--- src/rtl/motor_pwm_ctrl.sv ---
// Single-channel motor PWM sequencer: prescaled 8-bit PWM, handshaked speed/direction commands,
// per-period duty ramping and a ramp-to-zero plus dead-time dwell before any direction reversal.
module motor_pwm_ctrl #(
  parameter int PRESCALE     = 16,
  parameter int STEP         = 8,
  parameter int DEAD_PERIODS = 2
) (
  input  logic       clk_50M,
  input  logic       rst,
  input  logic       cmd_valid,
  output logic       cmd_ready,
  input  logic [7:0] cmd_duty,
  input  logic       cmd_dir,
  input  logic       estop,
  output logic       pwm_out,
  output logic       dir_out,
  output logic [7:0] cur_duty,
  output logic       busy
);

  localparam int PSW = $clog2(PRESCALE);
  localparam int DWW = $clog2(DEAD_PERIODS + 1);
  localparam logic [PSW-1:0] PS_LAST = PSW'(PRESCALE - 1);
  localparam logic [DWW-1:0] DW_LAST = DWW'(DEAD_PERIODS - 1);
  localparam logic [7:0]     STEP8   = 8'(STEP);

  typedef enum logic [2:0] {IDLE, RAMP, HOLD, DECEL, DWELL} state_t;

  state_t         state, state_nx;
  logic [PSW-1:0] presc_cnt;
  logic [7:0]     pwm_cnt;
  logic [7:0]     target, target_nx, duty_nx;
  logic           tdir, tdir_nx, dir_nx;
  logic [DWW-1:0] dwell_cnt, dwell_nx;
  logic           tick, period_end, accept;
  logic [7:0]     ramp_duty, decel_duty;

  // One step toward tgt, clamped so it never overshoots (no wrap at 0 or 255).
  function automatic logic [7:0] step_toward(input logic [7:0] cur, input logic [7:0] tgt);
    if (cur < tgt)
      return ((tgt - cur) <= STEP8) ? tgt : cur + STEP8;
    else
      return ((cur - tgt) <= STEP8) ? tgt : cur - STEP8;
  endfunction

  assign tick       = (presc_cnt == PS_LAST);
  assign period_end = tick && (pwm_cnt == 8'hFF);
  assign cmd_ready  = (state == IDLE || state == HOLD) && !estop && !rst;
  assign busy       = (state == RAMP) || (state == DECEL) || (state == DWELL);
  assign accept     = cmd_valid && cmd_ready;
  assign ramp_duty  = step_toward(cur_duty, target);
  assign decel_duty = step_toward(cur_duty, 8'd0);

  always_comb begin
    state_nx  = state;
    duty_nx   = cur_duty;
    target_nx = target;
    tdir_nx   = tdir;
    dir_nx    = dir_out;
    dwell_nx  = dwell_cnt;
    if (estop) begin
      state_nx  = IDLE;
      duty_nx   = 8'd0;
      target_nx = 8'd0;
    end else begin
      case (state)
        IDLE, HOLD: begin
          if (accept) begin
            target_nx = cmd_duty;
            tdir_nx   = cmd_dir;
            // A stopped motor may flip direction at once; a running one must decelerate first.
            if (cmd_dir == dir_out || cur_duty == 8'd0) begin
              dir_nx = cmd_dir;
              if (cmd_duty == cur_duty && cmd_dir == dir_out)
                state_nx = (cmd_duty == 8'd0) ? IDLE : HOLD;
              else
                state_nx = RAMP;
            end else begin
              state_nx = DECEL;
            end
          end
        end
        RAMP: begin
          if (period_end) begin
            duty_nx = ramp_duty;
            if (ramp_duty == target)
              state_nx = (target == 8'd0) ? IDLE : HOLD;
          end
        end
        DECEL: begin
          if (period_end) begin
            duty_nx = decel_duty;
            if (decel_duty == 8'd0) begin
              state_nx = DWELL;
              dir_nx   = tdir;
              dwell_nx = '0;
            end
          end
        end
        DWELL: begin
          if (period_end) begin
            if (dwell_cnt == DW_LAST)
              state_nx = (target == 8'd0) ? IDLE : RAMP;
            else
              dwell_nx = dwell_cnt + 1'b1;
          end
        end
        default: state_nx = IDLE;
      endcase
    end
  end

  always_ff @(posedge clk_50M) begin
    if (rst) begin
      presc_cnt <= '0;
      pwm_cnt   <= 8'd0;
      pwm_out   <= 1'b0;
      state     <= IDLE;
      cur_duty  <= 8'd0;
      target    <= 8'd0;
      tdir      <= 1'b0;
      dir_out   <= 1'b0;
      dwell_cnt <= '0;
    end else begin
      presc_cnt <= tick ? '0 : presc_cnt + 1'b1;
      if (tick)
        pwm_cnt <= pwm_cnt + 8'd1;
      pwm_out   <= (pwm_cnt < cur_duty);
      state     <= state_nx;
      cur_duty  <= duty_nx;
      target    <= target_nx;
      tdir      <= tdir_nx;
      dir_out   <= dir_nx;
      dwell_cnt <= dwell_nx;
    end
  end

endmodule
--- config.mk ---
export PLATFORM = sky130hd
export DESIGN_NAME = motor_pwm_ctrl
export DESIGN_NICKNAME = d
export VERILOG_FILES = /design/src/rtl/motor_pwm_ctrl.sv
export SDC_FILE = /design/constraint.sdc
export NUM_CORES = 1
export LEC_CHECK = 0
export ABC_AREA = 0
export CORE_ASPECT_RATIO = 1.4
export CORE_MARGIN = 2
export CORE_UTILIZATION = 65
export CTS_BUF_LIST = sky130_fd_sc_hd__clkbuf_4
export DETAILED_ROUTE_END_ITERATION = 12
export PLACE_DENSITY = 0.9
export SLEW_MARGIN = 20
export SYNTH_ARGS = -nofsm -noshare
export SYNTH_HDL_FRONTEND = slang
export SYNTH_SLANG_ARGS = --single-unit
--- constraint.sdc ---
create_clock -name clk_50M -period 6.6 [get_ports clk_50M]
set_input_delay 0.99 -clock clk_50M [delete_from_list [all_inputs] [get_ports clk_50M]]
set_output_delay 0.99 -clock clk_50M [all_outputs]
set_load 0.05 [all_outputs]
==> metrics.cfg, run 1 <==
[clock_tree]
cts_tree = yes
cts_buffers = 5
cts_setup_buffers = 0
holdBufCountCts = 0
clk_pin_slew_ns = 0.11
clkLatencyLatePin_ns = 0.35
cts-root-buf = clkbuf_4
clock_sinks = 36
clock_path_buffers = 2
postCtsResizedCells = 0
htree_levels = 2

[place]
io_buffers = 24
hpwl_mm = 6.02
placed_cell_area_um2 = 3220
gp_congestion = 0.980

[worst_setup_path]
crit_path_start_kind = input port
cp-end-kind = output pin
critPathKind = input port to output pin
critPathRequiredTime_ns = 5.61
r2r-start = cur_duty[3]
critPathLaunch = rst
arrival_ns = 3.42
cp_max_fo = 20

[route]
wire_per_inst_um = 17.3
first_pass_iters = 5
routed_wl_mm = 8.06
detail-route-antenna-nets = 0
drc_errors = 0
via_per_inst = 6.59
dr.first_iter.drc_count = 281
vias = 3078

[logic_synthesis]
synth_ff_type = dfxtp_1
yosysMostFrequentCell = nand2_1
ys_types = 61
synth-edff-count = 0
avgSynthCellArea_um2 = 7.60
synth-seq-area-share_pct = 24.3
yosys_warnings = 0
async_flop_share_pct = 0
synth_largest_area_cell = dfxtp_1
synthCells = 390
yosys-top-cells-count = nand2_1 (37), dfxtp_1 (36), nor2_1 (35)
netlist.area_leader.share_pct = 24.3
syn-cell-area_um2 = 2970
synth_nets = 430
ys_seq_elements = 36
yosys-top-cells-area = dfxtp_1 (24%), ha_1 (11%), a21oi_1 (5.6%)

[pwr]
power_leakage_nw = 1.26
vdd_drop_max_mv = 0.197
power_density_nw_per_um2 = 158

[global_routing]
grt_overflow_total = 0
grt_usage_pct = 32.0
antenna_found_initial = 0
grt_pass1_vias = 2801
grt_max_degree = 21
grt_first_pass_wirelength_mm = 12.8

[timing]
tightest_slew_ns = 0.708
slew_viol_final = 0
fmax_mhz = 227
clock_skew_ns = 0.0217
slew_headroom_pct = 52.6
fin_tns_setup_ns = 0
final.min_clock_period_ns = 4.41
fin_crit_sh_pct = 66.8
rsz0062_at_grt = false
setup_viol_count_final = 0
finalHoldViolCount = 0

[cells_and_area]
drive_above_1_share_pct = 4.69
final_nets = 444
diodes = 0
design_area_um2 = 3300
syn2layout_area_growth_pct = 11.2

[floorplan]
die_w_um = 61.1
fp.dieH_um = 83.9
die_area_um2 = 5130
coreArea_um2 = 4460
start_util_pct = 66.4
pin_count = 25
rows = 29

[worst_hold_path]
hp-start = dwell_cnt[1]
hold_path.class = flop to flop

[job]
maxCapViolations = 0

[run_status]
status = complete, no violations

## cell families (layout without fill, tap and decap cells)
group / Yosys count / count (layout) / share of synthesized area [%]
buf+inv: 41 / 56 / 5.23
flops: 36 / 36 / 24.3
compound gates: 106 / 106 / 23.5
simple gates: 144 / 144 / 24.5
fa+ha+maj: 27 / 27 / 11.4
xor+xnor: 27 / 27 / 7.97
mux: 9 / 9 / 3.08
## sequential cells by signal, summed over array words and instances (netlist names)
register	flops
dwell_cnt	2
dir_out	1
cur_duty	8
target	8
pwm_out	1
tdir	1
state	3
pwm_cnt	8
presc_cnt	4
## final cells by class
type                    instances  area, um2
well taps                      62       77.6
multi-input cells             313       2090
flip-flops and latches         36        721
fillers                       351       1160
clock buffers                   6       45.0
repair buffers                 24        240
clock inverters                 2       35.0
inverters                      24       90.1
## routing by layer
layer / share of wire [%] / wire length [um] / global-route usage (%)
met1: 39 / 3120 / 38.0
met2: 49 / 3980 / 54.5
met3: 6.5 / 525 / 3.72
met4: 5.4 / 435 / 15.2
met5: 0 / 0 / 0
## report_power, final
group          total (mW)  leakage [nW]  switching, mW  internal, mW
logic               0.131         0.923         0.0778        0.0537
registers           0.228         0.292        0.00621         0.222
clock network       0.162        0.0456         0.0788        0.0836
total               0.522          1.26          0.163         0.359
## stage by stage
| step | total power [mW] | cells | utilization (%) | hold WS, ns | setup WS (ns) |
|---|---|---|---|---|---|
| detailed placement | 0.359 | 459 | 72.1 | 0.467 | 2.20 |
| global route | 0.542 | 467 | 73.9 | 0.515 | 2.04 |
| finish | 0.522 | 467 | 73.9 | 0.479 | 2.19 |
| global placement | 0.355 | 459 | 72.1 | 0.462 | 2.21 |
| floorplan | 0.326 | 390 | - | 0.432 | 2.41 |
| CTS | 0.519 | 467 | 73.9 | 0.481 | 2.19 |
## worst paths after layout
kind              slack (ns)  cells after the start            to
setup / recovery        2.19                      4     cmd_ready
setup reg to reg        2.29                     12      state[1]
hold / removal          0.48                      2  dwell_cnt[1]
hold reg to reg         0.48                      2  dwell_cnt[1]
## critical path, cell delays in order
cell             delay (ns)
clkdlybuf4s50_1        0.74
or2_2                  0.62
nor3_1                 0.23
clkdlybuf4s50_1        0.84
## layout by cell type, fill, tap and decap left out, types with 3 or more instances in the layout
master and instances:
a211oi_1 5, a21o_1 4, a21oi_1 33, a31oi_1 4
and2_1 4, and3_1 4, clkbuf_4 6, clkdlybuf4s50_1 24
dfxtp_1 36, ha_1 27, inv_1 23, mux2i_1 8
nand2_1 37, nand2b_1 9, nand3_1 13, nand4_1 3
nor2_1 35, nor2b_1 4, nor3_1 7, nor4_1 8
o21ai_0 15, o21ai_1 8, o31ai_1 10, or3_1 6
xnor2_1 10, xor2_1 17
Note: power is estimated with default switching activity, not from simulation.
==> run 2: changes to the inputs <==
--- a/config.mk
+++ b/config.mk
@@ -8,10 +8,10 @@
 export ABC_AREA = 0
 export CORE_ASPECT_RATIO = 1.4
 export CORE_MARGIN = 2
-export CORE_UTILIZATION = 65
+export CORE_UTILIZATION = 61
 export CTS_BUF_LIST = sky130_fd_sc_hd__clkbuf_4
 export DETAILED_ROUTE_END_ITERATION = 12
-export PLACE_DENSITY = 0.9
+export PLACE_DENSITY = 0.85
 export SLEW_MARGIN = 20
 export SYNTH_ARGS = -nofsm -noshare
 export SYNTH_HDL_FRONTEND = slang
==> constraint.sdc (replaced) <==
create_clock -name clk_50M -period 4.3 [get_ports clk_50M]
set_input_delay 0.645 -clock clk_50M [delete_from_list [all_inputs] [get_ports clk_50M]]
set_output_delay 0.645 -clock clk_50M [all_outputs]
set_load 0.05 [all_outputs]
==> metrics.cfg, run 2 (synthesis results as in run 1) <==
[timing]
slew_viol_final = 0
fin_crit_sh_pct = 90.9
tightest_slew_ns = 0.720
slew_headroom_pct = 51.8
fmax_mhz = 256
fin_tns_setup_ns = 0
final.min_clock_period_ns = 3.91
setup_viol_count_final = 0
finalHoldViolCount = 0
clock_skew_ns = 0.0184
rsz0062_at_grt = false

[worst_hold_path]
hp-start = dwell_cnt[1]
hold_path.class = flop to flop

[job]
maxCapViolations = 0

[cells_and_area]
fin_cells = 474
drive_above_1_share_pct = 5.85
mostFrequentLayoutCell = nand2_1
design_area_um2 = 3320
reg_top3 = cur_duty x8, pwm_cnt x8, target x8
diodes = 0
final_cell_mix = nand2_1 (37), dfxtp_1 (36), nor2_1 (35)
final_nets = 449
syn2layout_area_growth_pct = 11.9
nFillCells = 413

[global_routing]
grt_pass1_vias = 2899
antenna_found_initial = 0
grt_max_degree = 21
grt_usage_pct = 31.3
grt_overflow_total = 0
grt_first_pass_wirelength_mm = 13.5

[route]
first_pass_iters = 5
vias = 3004
dr.first_iter.drc_count = 227
via_per_inst = 6.34
drc_errors = 0
wire_per_inst_um = 17.3
detail-route-antenna-nets = 0
routed_wl_mm = 8.21

[pwr]
pwr-share-clk_pct = 26.9
p_int_mw = 0.488
power_density_nw_per_um2 = 228
p_seq_share_pct = 46.3
swShare_pct = 35.4
power_switching_mw = 0.268
vdd_drop_max_mv = 0.174
power_leakage_nw = 1.27
power_frac_comb_pct = 26.8
total_power_mw = 0.756

[worst_setup_path]
critPathLaunch = cur_duty[1]
r2r-start = cur_duty[1]
cp_max_fo = 7
cpPeakStageDelay_ns = 0.49
cp_cell_sequence = inv_1 > ha_1 > and2b_1 > o31ai_1 > a211oi_1 > or4_4 > o31ai_2 > o22ai_1 > a211oi_1 > mux2_1 > o32a_1 > o31ai_2
crit_path_start_kind = flop
crit_slowest_cell = dfxtp_1
critPathRequiredTime_ns = 4.59
cp-end-kind = flop
critPathKind = flop to flop
arrival_ns = 4.20
critPathTopFamily = compound AO/OA/AOI/OAI gates
path_buf_inv = 1

[floorplan]
coreArea_um2 = 4770
die_area_um2 = 5440
fp.dieH_um = 86.5
pin_count = 25
die_w_um = 62.9
start_util_pct = 62.2
rows = 30

[clock_tree]
clkLatencyLatePin_ns = 0.37
holdBufCountCts = 0
htree_levels = 2
postCtsResizedCells = 0
cts-root-buf = clkbuf_4
clk_pin_slew_ns = 0.14
clock_path_buffers = 2
clock_sinks = 36
cts_tree = yes
cts_buffers = 5
cts_setup_buffers = 0

[place]
placed_cell_area_um2 = 3260
hpwl_mm = 6.09
place_inst = 466
gp_congestion = 0.948
io_buffers = 24

[run_status]
status = complete, no violations

==> run 2: routing by layer <==
layer / GRT usage (%) / vias to the layer above / wire, um
met5: 0 / - / 0
met4: 18.4 / 0 / 354
met3: 4.94 / 44 / 563
met2: 53.3 / 143 / 3960
met1: 37.0 / 1375 / 3330
li1: - / 1442 / -
==> run 2: final cells by class <==
cell class	instances	area (um2)	area share [%]
clock buffer	5	37.5	1.13
clock inverter	3	21.3	0.641
inverter	24	90.1	2.72
multi-input combinational	313	2090	63.0
sequential	36	721	21.7
tap	64	80.1	2.41
timing repair buffer	29	278	8.37
==> run 2: tightest hold or removal path: cells and delay by family, from the launching register on <==
kind / cells / cell delay, ns
compound gates: 1 / 0.05
simple gates: 1 / 0.05
flops: 1 / 0.34
==> run 2: power groups by stage <==
stage,clock (mW),sequential [mW],combinational [mW]
4_1_cts,0.203,0.349,0.198
3_5_place_dp,0,0.357,0.196
6_report,0.203,0.350,0.203
5_1_grt,0.214,0.350,0.220
3_3_place_gp,0,0.356,0.194
2_1_floorplan,0,0.354,0.146
==> run 2: path summary, 6_finish.rpt <==
check	endpoint	slack, ns	depth (start not counted)
worst max-delay path	state[1]	0.39	12
worst min-delay path	dwell_cnt[1]	0.47	2
worst max register to register	state[1]	0.39	12
worst min register to register	dwell_cnt[1]	0.47	2
==> run 2: through the flow <==
step	hold WS [ns]	setup slack, ns	util (%)
finish	0.472	0.392	69.6
global route	0.489	0.167	69.6
CTS	0.475	0.464	69.6
detailed placement	0.454	0.467	68.3
global placement	0.450	0.605	68.3
floorplan	0.432	0.111	-
